$ cat src/rtl/vending_machine_pn.sv
// Single-product vending controller: accumulates coin credit, pulses sell at PRICE,
// then returns the remainder (or a cancelled credit) as a serial stream of 1/2-unit coins.
module vending_machine_pn #(
  parameter int PRICE      = 3,
  parameter int COIN_A_VAL = 1,
  parameter int COIN_B_VAL = 2,
  parameter int COIN_C_VAL = 10,
  parameter int CREDIT_W   = 5,
  parameter int SALES_W    = 8
) (
  input  logic               clk,
  input  logic               rstn,
  input  logic [1:0]         coin,
  input  logic               cancel,
  output logic               sell,
  output logic [1:0]         change,
  output logic               busy,
  output logic               coin_rej,
  output logic [SALES_W-1:0] sold_cnt
);

  localparam int SUM_W    = CREDIT_W + 1;
  localparam int MAX_AB   = (COIN_A_VAL > COIN_B_VAL) ? COIN_A_VAL : COIN_B_VAL;
  localparam int MAX_COIN = (MAX_AB > COIN_C_VAL) ? MAX_AB : COIN_C_VAL;
  localparam logic [SUM_W-1:0] PRICE_S = SUM_W'(PRICE);

  if (PRICE < 1 || PRICE > (1 << CREDIT_W) - 1 - COIN_C_VAL ||
      PRICE - 1 + MAX_COIN > (1 << CREDIT_W) - 1) begin : g_bad_config
    $error("vending_machine_pn: PRICE/CREDIT_W out of legal range");
  end

  typedef enum logic {
    ST_COLLECT = 1'b0,
    ST_CHANGE  = 1'b1
  } state_e;

  state_e               state_q, state_d;
  logic [CREDIT_W-1:0]  credit_q, credit_d;
  logic                 sell_q, sell_d;
  logic [1:0]           change_q, change_d;
  logic                 coin_rej_q, coin_rej_d;
  logic [SALES_W-1:0]   sold_cnt_q, sold_cnt_d;
  logic [SUM_W-1:0]     sum_s;
  logic [SUM_W-1:0]     rem_s;

  function automatic logic [SUM_W-1:0] coin_value(input logic [1:0] code);
    case (code)
      2'b01:   coin_value = SUM_W'(COIN_A_VAL);
      2'b10:   coin_value = SUM_W'(COIN_B_VAL);
      2'b11:   coin_value = SUM_W'(COIN_C_VAL);
      default: coin_value = {SUM_W{1'b0}};
    endcase
  endfunction

  // Next-state, credit bookkeeping and registered-output decisions
  always_comb begin
    state_d    = state_q;
    credit_d   = credit_q;
    sell_d     = 1'b0;
    change_d   = 2'b00;
    coin_rej_d = 1'b0;
    sold_cnt_d = sold_cnt_q;
    sum_s      = {1'b0, credit_q} + coin_value(coin);
    rem_s      = sum_s - PRICE_S;
    case (state_q)
      ST_COLLECT: begin
        if (cancel) begin
          credit_d = sum_s[CREDIT_W-1:0];
          if (sum_s != {SUM_W{1'b0}}) begin
            state_d = ST_CHANGE;
          end else begin
            state_d = ST_COLLECT;
          end
        end else if (sum_s >= PRICE_S) begin
          sell_d     = 1'b1;
          sold_cnt_d = sold_cnt_q + SALES_W'(1);
          credit_d   = rem_s[CREDIT_W-1:0];
          if (rem_s != {SUM_W{1'b0}}) begin
            state_d = ST_CHANGE;
          end else begin
            state_d = ST_COLLECT;
          end
        end else begin
          credit_d = sum_s[CREDIT_W-1:0];
        end
      end
      ST_CHANGE: begin
        coin_rej_d = (coin != 2'b00);
        if (credit_q >= CREDIT_W'(2)) begin
          change_d = 2'b10;
          credit_d = credit_q - CREDIT_W'(2);
        end else begin
          change_d = 2'b01;
          credit_d = credit_q - CREDIT_W'(1);
        end
        // Leave on the same edge that empties the credit so busy drops with the last coin
        if (credit_d == {CREDIT_W{1'b0}}) begin
          state_d = ST_COLLECT;
        end else begin
          state_d = ST_CHANGE;
        end
      end
      default: begin
        state_d  = ST_COLLECT;
        credit_d = {CREDIT_W{1'b0}};
      end
    endcase
  end

  // State, credit and output registers
  always_ff @(posedge clk or negedge rstn) begin
    if (!rstn) begin
      state_q    <= ST_COLLECT;
      credit_q   <= {CREDIT_W{1'b0}};
      sell_q     <= 1'b0;
      change_q   <= 2'b00;
      coin_rej_q <= 1'b0;
      sold_cnt_q <= {SALES_W{1'b0}};
    end else begin
      state_q    <= state_d;
      credit_q   <= credit_d;
      sell_q     <= sell_d;
      change_q   <= change_d;
      coin_rej_q <= coin_rej_d;
      sold_cnt_q <= sold_cnt_d;
    end
  end

  assign sell     = sell_q;
  assign change   = change_q;
  assign busy     = (state_q == ST_CHANGE);
  assign coin_rej = coin_rej_q;
  assign sold_cnt = sold_cnt_q;

endmodule

$ cat config.mk
export PLATFORM = sky130hd
export DESIGN_NAME = vending_machine_pn
export DESIGN_NICKNAME = d
export VERILOG_FILES = /design/src/rtl/vending_machine_pn.sv
export SDC_FILE = /design/constraint.sdc
export NUM_CORES = 1
export LEC_CHECK = 0
export CAP_MARGIN = 20
export CORE_MARGIN = 1.5
export CORE_UTILIZATION = 35
export DETAILED_ROUTE_END_ITERATION = 16
export DONT_BUFFER_PORTS = 1
export GPL_ROUTABILITY_DRIVEN = 1
export HOLD_SLACK_MARGIN = 0.1
export SYNTH_ARGS = -nofsm -noshare
export SYNTH_HDL_FRONTEND = slang
export SYNTH_SLANG_ARGS = --single-unit
$ cat constraint.sdc
create_clock -name clk -period 3.05 [get_ports clk]
set_clock_uncertainty 0.1 [all_clocks]
set_input_delay 0.61 -clock clk [delete_from_list [all_inputs] [get_ports clk]]
set_output_delay 0.61 -clock clk [all_outputs]
set_load 0.02 [all_outputs]
# ---- Yosys cells after proc, flatten, opt, wreduce, memory -nomap -nowiden
# Cells that the tools add are included.
dict set report totals {
  reg_bits 18
  input_bits 5
  out_inout_bits 13
  wordCells 41
}
dict set report classes {
  add_sub_neg 5
  magnitude_cmp 2
  eq_ne 3
  n_mux 18
  n_bitwise 2
  reduce_logical 5
}
# operator count
set ops {}
lappend ops {{5-bit 2-to-1 mux} 4}
lappend ops {{4-bit case mux with 3 select lines} 1}
lappend ops {{6-bit nonzero test} 2}
lappend ops {{5-bit case mux with 2 select lines} 1}
lappend ops {{1-bit 2-to-1 mux} 9}
lappend ops {{8-bit by 1-bit adder with 8-bit output (second input constant)} 1}
lappend ops {{5-bit by 6-bit adder with 6-bit output} 1}
lappend ops {{6-bit by 2-bit greater-or-equal comparator with 1-bit output (second input constant)} 1}
lappend ops {{6-bit by 2-bit subtractor with 6-bit output (second input constant)} 1}
lappend ops {{5-bit by 2-bit greater-or-equal comparator with 1-bit output (second input constant)} 1}
lappend ops {{5-bit zero test} 1}
lappend ops {{5-bit by 1-bit subtractor with 5-bit output (second input constant)} 1}
lappend ops {{5-bit by 2-bit subtractor with 5-bit output (second input constant)} 1}
lappend ops {{2-bit equality test (second input constant)} 2}
lappend ops {{2-bit 2-to-1 mux} 2}
lappend ops {{3-bit AND reduction} 1}
lappend ops {{2-bit by 1-bit equality test with 1-bit output (second input constant)} 1}
lappend ops {{1-bit inverter} 2}
lappend ops {{1-bit case mux with 2 select lines} 1}
lappend ops {{2-bit nonzero test} 1}

# ---- Depth between registers and ports, before layout
dict set report depth {
  ltp_word 9
  depth_mapped 10
  mapped_depth_nobuf 10
}

# ---- Worst setup path before layout
# No wires, ideal clock.
dict set report synth_timing {
  path_type {input to register}
  start {input port coin[0]}
  end {register sold_cnt_q[1] (netlist: sold_cnt[1])}
  setup_time_ns 0.128
  t_arrival_ns 2.870
  required_time_ns 2.822
  setup_slack_ns -0.048
  path_stages 9
  path_buffers 0
  path_cell_list {nor2b_1 ha_1 inv_1 fa_1 or3b_1 mux2_4 a221o_2 nand2_4 mux2_1}
}
dict set report synth_between {
  elab_chain_cells 5
  elab_cells_between_ends 7
  classes_between {add/sub: 1; order compare: 1; eq/ne: 3; mux: 1; reduce/logical: 1}
}
# item line
set synth_lines {}
lappend synth_lines {{start: declaration} 13} ;# input logic [1:0] coin,
lappend synth_lines {{2-bit equality test / 2-bit by 1-bit equality test with 1-bit output (equally long branches)} 47} ;# case (code)
lappend synth_lines {{4-bit case mux with 3 select lines *} 47}
lappend synth_lines {{5-bit by 6-bit adder with 6-bit output *} 63} ;# sum_s = {1'b0, credit_q} + coin_value(coin);
lappend synth_lines {{6-bit by 2-bit greater-or-equal comparator with 1-bit output *} 74} ;# end else if (sum_s >= PRICE_S) begin
lappend synth_lines {{3-bit AND reduction (no line) *} -}
lappend synth_lines {{end signal: assignment} 118} ;# sold_cnt_q <= {SALES_W{1'b0}};
lappend synth_lines {{end signal: assignment} 125} ;# sold_cnt_q <= sold_cnt_d;
lappend synth_lines {{end: declaration} 42} ;# logic [SALES_W-1:0] sold_cnt_q, sold_cnt_d;
# Every way passes the cells marked *; elsewhere a longest branch is shown, timed or not.
# A chain may end at the register's enable or synchronous reset.

# ---- Final worst setup path
# Same ends and word-level chain as after synthesis.

==> metrics.txt <==
WP buf/inv 1; synth unique cells 44; CP max-delay cell a221o_2; share of cells above drive strength 1 10.81%; # nets final approximately 170; vias roughly 1,000; number of synthesized flops with an enable pin 0; CP Max Fanout 4; maximum VDD drop between 0.4 and 0.5 mV; commonest non-fill, non-tap cell in the layout dfrtp_1; max-slew violations 0; # rows 22; largest net degree at the start of global routing 19; clock root cell clkbuf_8; # clock sinks 18; initial antenna violation count 0; vias in the first global route roughly 1,100; CTS max path bufs 2; largest family of logic cells by synthesized area simple AND/OR/NAND/NOR gates; Tmin final between 2 and 3 ns; Final setup viols 0; launch point of the worst path coin[0]; worst-path cell chain nor2b_1 -> ha_1 -> inv_1 -> fa_2 -> or3b_1 -> mux2_4 -> a221o_2 -> nand2_4 -> mux2_1; Core ar. 3661 sq um; post-route clock period utilization approximately 90%; Synth Area in Adders 10.85%; ys flop type dfrtp_1; reg2reg path depth 8; crit path capture sold_cnt[1]; RSZ-0062 raised after global routing false; Synth Area in Simple Gates about 22%; Via density ~5.3; Max-Cap Viols 0; final setup TNS 0 ns; worst-margin pin slew ~0.84 ns; Synth Warn # 0; Clock Latency Late Sink 0.27 ns; register area share after synthesis about a third; antenna violation net count after detailed routing 0; XOR/XNOR Fraction of Synth Area under 10%; status complete, no violations; synthesis-stage register bit count 18; routed wire length about 3000 um; die height 64.82 um; cell depth of the worst setup path 9; Residual DRC 0; Port Buffers 0; IO Pins 18; global-route wire length before repair roughly 5000 um; Leakage roughly 0.66 nW; critical path's largest stage delay just over 0.4 ns; aggregate global-route resource usage between 10% and 20%; RR Startpoint credit_q[0]; CP Capture Type flop; grt ovf 0; worst r2r dst sold_cnt[1]; TritonCTS Buffers 3; CTS tree done; Reg clk slew, reported paths 0.08 ns; Rel. slew slack between 40% and 50%; Post-Synthesis Cells roughly 140; post-synthesis compound-gate area fraction about 14%; crit path kind input pin to flop; dpl hpwl ~2300 um; Critical Path Source Type input pin; Min Hold Slack 0.3931 ns; Final Power 1.553 mW; drt pass-1 iters 4; P per Cell Area about 1100 nW/um^2; r2r setup slk around 0.32 ns; DRT iter0 DRCs 60; most frequent cells in the layout dfrtp_1, inv_1, xnor2_1; multiplexer area fraction after synthesis slightly below 6%; H-tree depth 1; worst min path class input pin to flop; Final Core Density between 40% and 50%; Hold Fails Final Rpt 0; asr flop ratio synth between 90% and 100%; Placer Congestion roughly 0.8; syn nets 160; fmax around 360 MHz; Avg Cell Area, Syn approximately 9.3 sq um; Required @ worst endpoint 3.09 ns; wire per inst roughly 15 um; crit path DAT approximately 2.8 ns; Crit path max-delay family multiplexers; P&R area growth vs syn 9.822%; Die Footprint about 4200 sq um; mapped cell area around 1300 sq um; Initial Utilization a little over a third; Die Wd around 65 um; n_diodes 0
## kinds of logic (layout without fill, tap and decap cells)
group,count (synthesis),count (layout)
simple gates,51,51
compound gates,26,26
flops,18,18
buf+inv,18,22
xor+xnor,13,13
fa+ha+maj,11,11
mux,7,7
## metal layers
layer | routed length, um | GRT usage, % | up-vias
li1 | - | - | 517
met1 | 1274 | 17.56 | 504
met2 | 1553 | 27.96 | 18
met3 | 106 | 4.861 | 5
met4 | 50 | 7.181 | 0
met5 | 0 | 0 | -
## worst reg2reg max path, cell delays in order, from the launching register on
cell     delay (ns)
dfrtp_1        0.42
ha_1           0.21
inv_1          0.06
fa_2           0.33
or3b_1         0.38
mux2_4         0.30
a221o_2        0.42
nand2_4        0.08
mux2_1         0.32
## what timing repair did
| action | 4_1_cts | 5_1_grt |
|---|---|---|
| setup endpoints to repair | 0 | 0 |
| hold buffers | 1 | 0 |
| setup buffers | 0 | 0 |
| hold endpoints to repair | 18 | 0 |
| gates resized for setup | 0 | 0 |
## cells in the mapped netlist, types with 4 or more instances
| cell | number | area [sq um] |
|---|---|---|
| a21oi_1 | 5 | 25.02 |
| a31oi_1 | 4 | 25.02 |
| and3_1 | 4 | 25.02 |
| clkbuf_1 | 4 | 15.01 |
| dfrtp_1 | 18 | 450.4 |
| ha_1 | 10 | 125.1 |
| inv_1 | 13 | 48.80 |
| nand2_1 | 7 | 26.28 |
| nand2b_1 | 5 | 31.28 |
| nand3_1 | 4 | 20.02 |
| nor2_1 | 10 | 37.54 |
| o21ai_0 | 6 | 30.03 |
| xnor2_1 | 12 | 105.1 |
## how the worst min path moves through the flow
stage | from | endpoint | slack, ns | depth (start not counted)
2_1_floorplan | rstn | busy | 0.21 | 0
3_3_place_gp | rstn | coin_rej | 0.21 | 0
3_5_place_dp | rstn | coin_rej | 0.21 | 0
4_1_cts | coin[0] | coin_rej | 0.39 | 2
5_1_grt | coin[0] | coin_rej | 0.42 | 2
6_report | coin[0] | coin_rej | 0.39 | 2
## layout make-up
| type | count | area [sq um] |
|---|---|---|
| clock buffers | 4 | 55.05 |
| inverters | 13 | 48.80 |
| fillers | 379 | 2192 |
| multi-input cells | 108 | 814.5 |
| repair buffers | 5 | 40.04 |
| flip-flops and latches | 18 | 450.4 |
| well taps | 48 | 60.06 |
## flip-flops by register name, summed over array words and instances, names as in the netlist
register,count
busy,1
change,2
sold_cnt,8
sell,1
credit_q,5
coin_rej,1
## power by group
group / leakage [nW] / switching (mW) / internal [mW]
Combinational: 0.411 / 0.457 / 0.395
Sequential: 0.220 / 0.176 / 0.322
Clock: 0.0288 / 0.0881 / 0.115
## stage by stage
step / setup slack (ns) / instances / area (sq um)
2_1_floorplan: 0.04669 / 144 / 1340
3_3_place_gp: 0.07543 / 191 / 1404
3_5_place_dp: 0.03745 / 191 / 1404
4_1_cts: 0.3035 / 196 / 1469
5_1_grt: 0.1916 / 196 / 1469
6_report: 0.3078 / 196 / 1469
(Power assumes the default switching activity.)
